`config.mk`:
```
export PLATFORM = sky130hd
export DESIGN_NAME = router_feeder
export DESIGN_NICKNAME = d
export VERILOG_FILES = /design/src/rtl/router_feeder_pkg.sv /design/src/rtl/router_feeder_sat_counter.sv /design/src/rtl/router_feeder.sv
export SDC_FILE = /design/constraint.sdc
export NUM_CORES = 1
export LEC_CHECK = 0
export ABC_AREA = 1
export BUFFER_PORTS_ARGS = -buffer_cell sky130_fd_sc_hd__buf_2
export CORE_AREA = 2 2 67 69
export CTS_CLUSTER_DIAMETER = 40
export DETAILED_ROUTE_END_ITERATION = 12
export DIE_AREA = 0 0 69 71
export SLEW_MARGIN = 0
export SYNTH_ARGS = -nofsm -noshare
export SYNTH_HDL_FRONTEND = slang
export SYNTH_SLANG_ARGS = --single-unit
```
`constraint.sdc`:
```
create_clock -name clk -period 1.3 [get_ports clk]
set_input_delay 0.13 -clock clk [delete_from_list [all_inputs] [get_ports clk]]
set_output_delay 0.13 -clock clk [all_outputs]
set_load 0.03 [all_outputs]
```
`src/rtl/router_feeder_pkg.sv`:
```
// Shared constants and types for the router input-FIFO feeder.
// Also used by the router and its tester.
package router_feeder_pkg;

    localparam int DATA_W    = 8;
    localparam int DEST_W    = 2;
    localparam int WORD_W    = DEST_W + DATA_W;
    localparam int ERR_CNT_W = 4;

    localparam logic [DEST_W-1:0] DEST_FIFO0 = 2'd0;
    localparam logic [DEST_W-1:0] DEST_FIFO1 = 2'd1;

    typedef enum logic {
        IDLE = 1'b0,
        HOLD = 1'b1
    } state_t;

    // Backpressure of the FIFO a legal destination maps to.
    function automatic logic target_full(
        input logic [DEST_W-1:0] dest,
        input logic              af0,
        input logic              af1
    );
        return (dest == DEST_FIFO1) ? af1 : af0;
    endfunction

endpackage

```
`src/rtl/router_feeder_sat_counter.sv`:
```
// Saturating up-counter with asynchronous active-high reset.
module router_feeder_sat_counter #(
    parameter int W = 4
) (
    input  logic         clk,
    input  logic         reset,
    input  logic         inc,
    output logic [W-1:0] count
);

    always_ff @(posedge clk or posedge reset) begin
        if (reset) begin
            count <= '0;
        end else if (inc && (count != {W{1'b1}})) begin
            count <= count + 1'b1;
        end
    end

endmodule

```
`src/rtl/router_feeder.sv`:
```
// Write end of the router input FIFOs: packs {dest,data}, honours
// almost-full with a one-word hold stage, drops illegal destinations.
module router_feeder
    import router_feeder_pkg::*;
#(
    parameter int DATA_W    = router_feeder_pkg::DATA_W,
    parameter int DEST_W    = router_feeder_pkg::DEST_W,
    parameter int ERR_CNT_W = router_feeder_pkg::ERR_CNT_W
) (
    input  logic                     clk,
    input  logic                     reset,
    input  logic [DATA_W-1:0]        data_in,
    input  logic [DEST_W-1:0]        dest_in,
    input  logic                     valid_in,
    output logic                     ready_in,
    input  logic                     fifo0_almost_full,
    input  logic                     fifo1_almost_full,
    output logic                     push_0,
    output logic                     push_1,
    output logic [DEST_W+DATA_W-1:0] out0,
    output logic [DEST_W+DATA_W-1:0] out1,
    output logic                     Error,
    output logic [ERR_CNT_W-1:0]     err_count
);

    localparam int W = DEST_W + DATA_W;

    state_t      state;
    logic [W-1:0] hold_word;
    logic [W-1:0] word;
    logic         take;
    logic         illegal;
    logic [DEST_W-1:0] hold_dest;

    assign word      = {dest_in, data_in};
    assign ready_in  = (state == IDLE) && !reset;
    assign take      = ready_in && valid_in;
    assign illegal   = dest_in[DEST_W-1];
    assign hold_dest = hold_word[W-1:DATA_W];

    always_ff @(posedge clk or posedge reset) begin
        if (reset) begin
            state     <= IDLE;
            hold_word <= '0;
            push_0    <= 1'b0;
            push_1    <= 1'b0;
            out0      <= '0;
            out1      <= '0;
            Error     <= 1'b0;
        end else begin
            push_0 <= 1'b0;
            push_1 <= 1'b0;
            Error  <= 1'b0;
            unique case (state)
                IDLE: begin
                    if (take) begin
                        if (illegal) begin
                            Error <= 1'b1;
                        end else if (target_full(dest_in, fifo0_almost_full,
                                                 fifo1_almost_full)) begin
                            hold_word <= word;
                            state     <= HOLD;
                        end else if (dest_in == DEST_FIFO1) begin
                            push_1 <= 1'b1;
                            out1   <= word;
                        end else begin
                            push_0 <= 1'b1;
                            out0   <= word;
                        end
                    end
                end
                HOLD: begin
                    // Only the held word's own FIFO can release it.
                    if (!target_full(hold_dest, fifo0_almost_full,
                                     fifo1_almost_full)) begin
                        state <= IDLE;
                        if (hold_dest == DEST_FIFO1) begin
                            push_1 <= 1'b1;
                            out1   <= hold_word;
                        end else begin
                            push_0 <= 1'b1;
                            out0   <= hold_word;
                        end
                    end
                end
            endcase
        end
    end

    router_feeder_sat_counter #(
        .W(ERR_CNT_W)
    ) u_err_cnt (
        .clk  (clk),
        .reset(reset),
        .inc  (take && illegal),
        .count(err_count)
    );

endmodule
```
* After elaboration in Yosys (flattened, before gate mapping)
Index checks and enable logic that the tools add are counted.
** Storage, ports and cells
- Bits in registers :: 37
- Input port bits :: 15
- Output and inout port bits :: 28
- Logic and storage cells :: 67
** Cells by class
- $add $sub $neg :: 1
- Equal/unequal tests :: 10
- Mux-type cells :: 38
- Bitwise operators :: 2
- Reductions and logical operators :: 8
** Operator list (count)
- 10-bit two-way mux :: 12
- 10-bit one-hot mux with 2 select lines :: 2
- 1-bit two-way mux :: 21
- 2-bit inequality test (second input constant) :: 6
- 6-bit AND reduction :: 2
- 1-bit one-hot mux with 2 select lines :: 3
- 4-bit by 1-bit adder with 4-bit output (second input constant) :: 1
- 1-bit logical AND :: 4
- 2-bit by 1-bit inequality test with 1-bit output (second input constant) :: 2
- 4-bit inequality test (second input constant) :: 1
- 4-bit AND reduction :: 1
- 2-bit by 1-bit equality test with 1-bit output (second input constant) :: 1
- 1-bit inverter :: 2
- 1-bit logical NOT :: 1

* Depth between registers and ports, before layout
- Word-level depth :: 6
- Gate-level depth with buffers :: 7
- Mapped depth without buffers :: 7

* Modules after synthesis
From an unflattened synthesis, not the netlist that was laid out.
** Second synthesis, totals
- Cells, all modules :: 190
- Area, all modules :: 1627.8 um^2
** Modules (own cells, without submodules)
- router_feeder :: instances 1, cells each 165, area each 1415.1 um^2, seq. area each 775.7 um^2
- router_feeder_sat_counter :: instances 1, cells each 25, area each 212.7 um^2, seq. area each 100.1 um^2

* Worst setup path before layout
Ideal clock, no wire load.
- Kind :: reg2reg
- Start point :: register state
- End point :: register u_err_cnt.count[2]
- Setup time :: 0.118 ns
- Arrival time :: 1.468 ns
- Data required time :: 1.182 ns
- Setup slack :: -0.286 ns
- Stages on the path, launching flop included :: 7
- Buffers on the path :: 0
- Clock period less this slack :: 1.586 ns
- Path through :: dfrtp_1 -> nor2_1 -> nand3_1 -> nor2_2 -> inv_1 -> nand2_1 -> nand2_1
** On the way
- Cells in the longest elaborated chain, start to end :: 5
** Ends and longest elaborated chain
- start, declared :: RTL line router_feeder.sv:28 : state_t state;
- start signal, assigned :: RTL line router_feeder.sv:43 : state <= IDLE;
- start signal, assigned :: RTL line router_feeder.sv:62 : state <= HOLD;
- start signal, assigned :: RTL line router_feeder.sv:76 : state <= IDLE;
- 1-bit inverter
- 1-bit logical AND :: RTL line router_feeder.sv:36 : assign ready_in = (state == IDLE) && !reset;
- via ready_in :: RTL line router_feeder.sv:15 : output logic ready_in,
- 1-bit logical AND :: RTL line router_feeder.sv:37 : assign take = ready_in && valid_in;
- 1-bit logical AND :: RTL line router_feeder.sv:95 : .inc (take && illegal),
- 1-bit logical AND :: RTL line router_feeder_sat_counter.sv:14 : end else if (inc && (count != {W{1'b1}})) begin
- end signal, assigned :: RTL line router_feeder_sat_counter.sv:15 : count <= count + 1'b1;
- end, declared :: RTL line router_feeder_sat_counter.sv:8 : output logic [W-1:0] count
The timed path passes the listed nets, and every way through them passes these cells.
A chain may end at the register's enable or synchronous reset.

* Final worst setup path
- Start point :: register state
- End point :: output ready_in
** On the way
- Cells in the longest elaborated chain, start to end :: 2
** Ends and longest elaborated chain (RTL line)
- 1-bit inverter
- 1-bit logical AND :: router_feeder.sv:36
- end, declared :: router_feeder.sv:15
Every way passes these cells.

==> impl_summary.md <==
Status
The run finished with clean final reports.

Logic synthesis
Summed over all instances, the cell type with the most area after synthesis is dfrtp_1. Counting flops with a built-in enable in the synthesized netlist gives 0. Of the post-synthesis cell area, the dominant cell type holds between 50% and 60%. For this run, the leading register cell type out of synthesis is dfrtp_1. The count of synthesis-stage warnings from yosys is 0. Sequential elements use 54.5% of the synthesized area. Among all cell types in the netlist, the one instantiated most often is nand2_1. Counting flops with an async set or reset pin after synthesis yields a share of between 90% and 100%. The total of flip-flops plus latches after synthesis is 35. By count the netlist is led by nand2_1, dfrtp_1, nand3_1. The cell area after synthesis is about 1600 um2.

The average size of a mapped cell is roughly 8.4 um2. The unique cell type count in the Yosys netlist is 21. Synthesis handed over a netlist of about 190 instances. Sorting the synthesized cells by area gives the leading types as dfrtp_1, nand2_1, nand3_1.

Critical path
The critical path goes through buf_4 -> nor2_4 -> buf_4. The worst reg2reg path depth is 7. Data on the critical path arrives at its endpoint at between 1000 and 1500 ps.

The worst-path cell with the longest stage delay is dfrtp_1. In this design, the stage delay of the slowest critical-path cell is slightly above 400 ps. The worst setup path is launched from a flip-flop. In this run the worst path has a maximum fanout of 6.

The worst setup path is captured at an output port. The startpoint of the worst-slack reg-to-reg timing path is state. At the worst endpoint, the required time is 1170 ps.

The category of the critical setup timing path is reg -> out. The worst register-to-register path ends at u_err_cnt.count[2]. Counting stages on the worst path, the most repeated cell is buf_4. The worst register-to-register path has a setup slack of 50 ps.

STA
The routed design could run at a clock period as short as ~1300 ps. The setup clock skew after layout is approximately 5.7 ps. The fmax is roughly 800 MHz.

In the post-route analysis, the smallest setup slack over all paths is ~46 ps. The minimum hold slack is between 100 and 150 ps. The final-report max-slew violation count came to 0. The total count of hold-check failures in the final report is 0. Setup violations remaining at the end of the flow were counted as 0. Dividing the final minimum period by the clock period gives 96.4%. Setup repair after global routing could not meet its margin everywhere.

Clocking
The clock insertion delay at the later pin of the skew report is 290 ps. In this run the deepest clock path goes through 2 buffers. The CTS tree is built.

For this design, the sink count on the clock tree is 35. The clock buffer count from CTS is 5. Clock-pin slew was measured on the worst setup and hold paths at around 70 ps. The CTS H-tree depth is 2. The buffer cell driving the clock tree root is clkbuf_8. After clock tree synthesis, the setup repair step added 0 buffers.

Finish
In the final layout, the multi-input gates occupy about 670 um2. After filler insertion, the fill cell instance count of the layout stands at about 420. The area taken by flip-flops and latches is around 880 um2. Leaving out filler cells and counting taps, the final layout contains 301. The repair_antennas step left the layout with diodes totalling 0. At the end of the flow the core is filled with cells to approximately half.

The area added between synthesis and finish is 27.2%. The share of layout cells above drive strength 1 is 28.5%. The net count of the finished layout is approximately 260.

Placed design
Once placement completed, the tool counted placed cells totaling approximately 290. The final weighted congestion in routability-driven placement is 0.776. The count of buffers added on input and output ports is 40. Detailed placement ended at an HPWL of approximately 2800 um. Prior to clock tree synthesis, the placed netlist has a worst setup slack of between 50 and 60 ps.

Min path
Counting instances, the worst hold path has a depth of 3. The worst min-delay path endpoint is hold_word[3]. In this run the most critical hold path is launched from data_in[3]. The class of the tightest hold or removal check is in -> reg.

Power and ir drop
Power spread over the standard cell area amounts to ~1800 nW/um2. The peak supply drop is ~0.00063 V. The static leakage is about 1.2 nW.

Drt
The DRC violation count after routing is 0. The total iterations of the first detailed-routing run is 4. The met2 routed wirelength is 1700 um. Dividing the detail-routed wire length by the instance count gives 12.6 um.

The met1 wire length is 1880 um. The initial detailed-routing violation count is 76. Dividing the detail-routed via count by the number of cells gives approximately 4.6. The final layout contains routed wiring with a total length of approximately 3800 um. The final route contains between 1000 and 1500 vias. The top routing layer in use is met4. The number of nets still failing antenna checks after routing is 0. The sum of met3 wire segment lengths after detailed routing is ~160 um.

Die
The initial utilization of the core area, before any placement, comes to around two fifths. The core outline area is roughly 4200 um2. The die covers ~4900 um2. The count of standard-cell rows is 24. In this run the vertical extent of the chip is 71 um. The number of top-level pins is 43. The horizontal die dimension is between 60 and 70 um.

Global routing
The global router's overall resource usage is roughly 17%. The number of global-route vias before repair is 1293. The pin count of the biggest net entering global routing is 28. The first global-routing pass estimated ~6300 um of wire.

The initial antenna violation count is 0. The total overflow reported by the global router is 0.

Run
The tool flagged a number of max-cap violations equal to 0.
## cell usage in the layout (no fill, tap or decap), types with 2 or more instances in the layout
| cell | synthesis | routed |
|---|---|---|
| xor2_1 | 2 | 2 |
| inv_1 | 10 | 10 |
| nand3_1 | 19 | 19 |
| nand4_1 | 9 | 9 |
| nand2_1 | 93 | 93 |
| nand2_4 | 2 | 2 |
| buf_4 | 3 | 14 |
| buf_2 | 0 | 39 |
| clkbuf_8 | 0 | 5 |
| dfrtp_2 | 0 | 2 |
| conb_1 | 1 | 2 |
| dfrtp_1 | 35 | 33 |
| nand2_2 | 2 | 2 |
| nor2_1 | 5 | 4 |
## repair_timing
item / in CTS / in global routing
endpoints found under the hold margin: 35 / 0
endpoints found under the setup margin: 1 / 10
hold buffers: 1 / 0
gates resized for setup: 1 / 0
pin swaps: 0 / 1
## worst max-delay path by stage
stage / end / startpoint / depth (start not counted) / slack (ps)
after floorplan: u_err_cnt.count[2] / state / 6 / 3
after global placement: out0[4] / state / 5 / 80
after detailed placement: out0[4] / state / 5 / 60
after CTS: ready_in / state / 3 / 30
after global routing: u_err_cnt.count[2] / state / 7 / -9
final: ready_in / state / 3 / 50
## through the flow
step | power, W | cell area (um2) | TNS (ps)
floorplan | 0.00257 | 1620 | 0
global placement | 0.00300 | 1950 | 0
detailed placement | 0.00302 | 1950 | 0
CTS | 0.00382 | 2040 | 0
global route | 0.00401 | 2040 | -15.1
finish | 0.00377 | 2040 | 0
## critical path, delay by kind of cell, from the launching register on
family        cells  cell delay (ps)
buf+inv           2              330
flops             1              410
simple gates      1              100
## cells by family after synthesis
kind of cell	share of synthesized area, %
other cells	0.233
simple gates	38.4
compound gates	0.311
fa+ha+maj	0.779
xor+xnor	1.09
flops	54.5
buf+inv	4.67
## report_power, final
group	internal (W)	switching (W)	total (W)	leakage, nW
Clock	0.000374	0.000403	0.000777	0.0412
Sequential	0.00141	0.000207	0.00161	0.442
Combinational	0.000430	0.000949	0.00138	0.672
## area by class of cell
class	count	area share, %
Clock buffer	6	3.55
Clock inverter	2	0.612
Sequential cell	35	43.0
Timing Repair Buffer	54	15.2
Multi-Input combinational cell	142	32.6
Inverter	10	1.84
Tap cell	52	3.18
## flip-flops by register name, indices dropped and copies added (netlist names)
signal / cells
Error: 1
hold_word: 9
out0: 9
out1: 9
push_0: 1
push_1: 1
state: 1
u_err_cnt.count: 4
## per-layer routing
| layer | track usage (%) | up-vias |
|---|---|---|
| met2 | 24.6 | 30 |
| met4 | 6.54 | 0 |
| li1 | - | 718 |
| met5 | 0 | - |
| met1 | 23.0 | 634 |
| met3 | 4.84 | 5 |
Note: power is estimated with default switching activity, not from simulation.
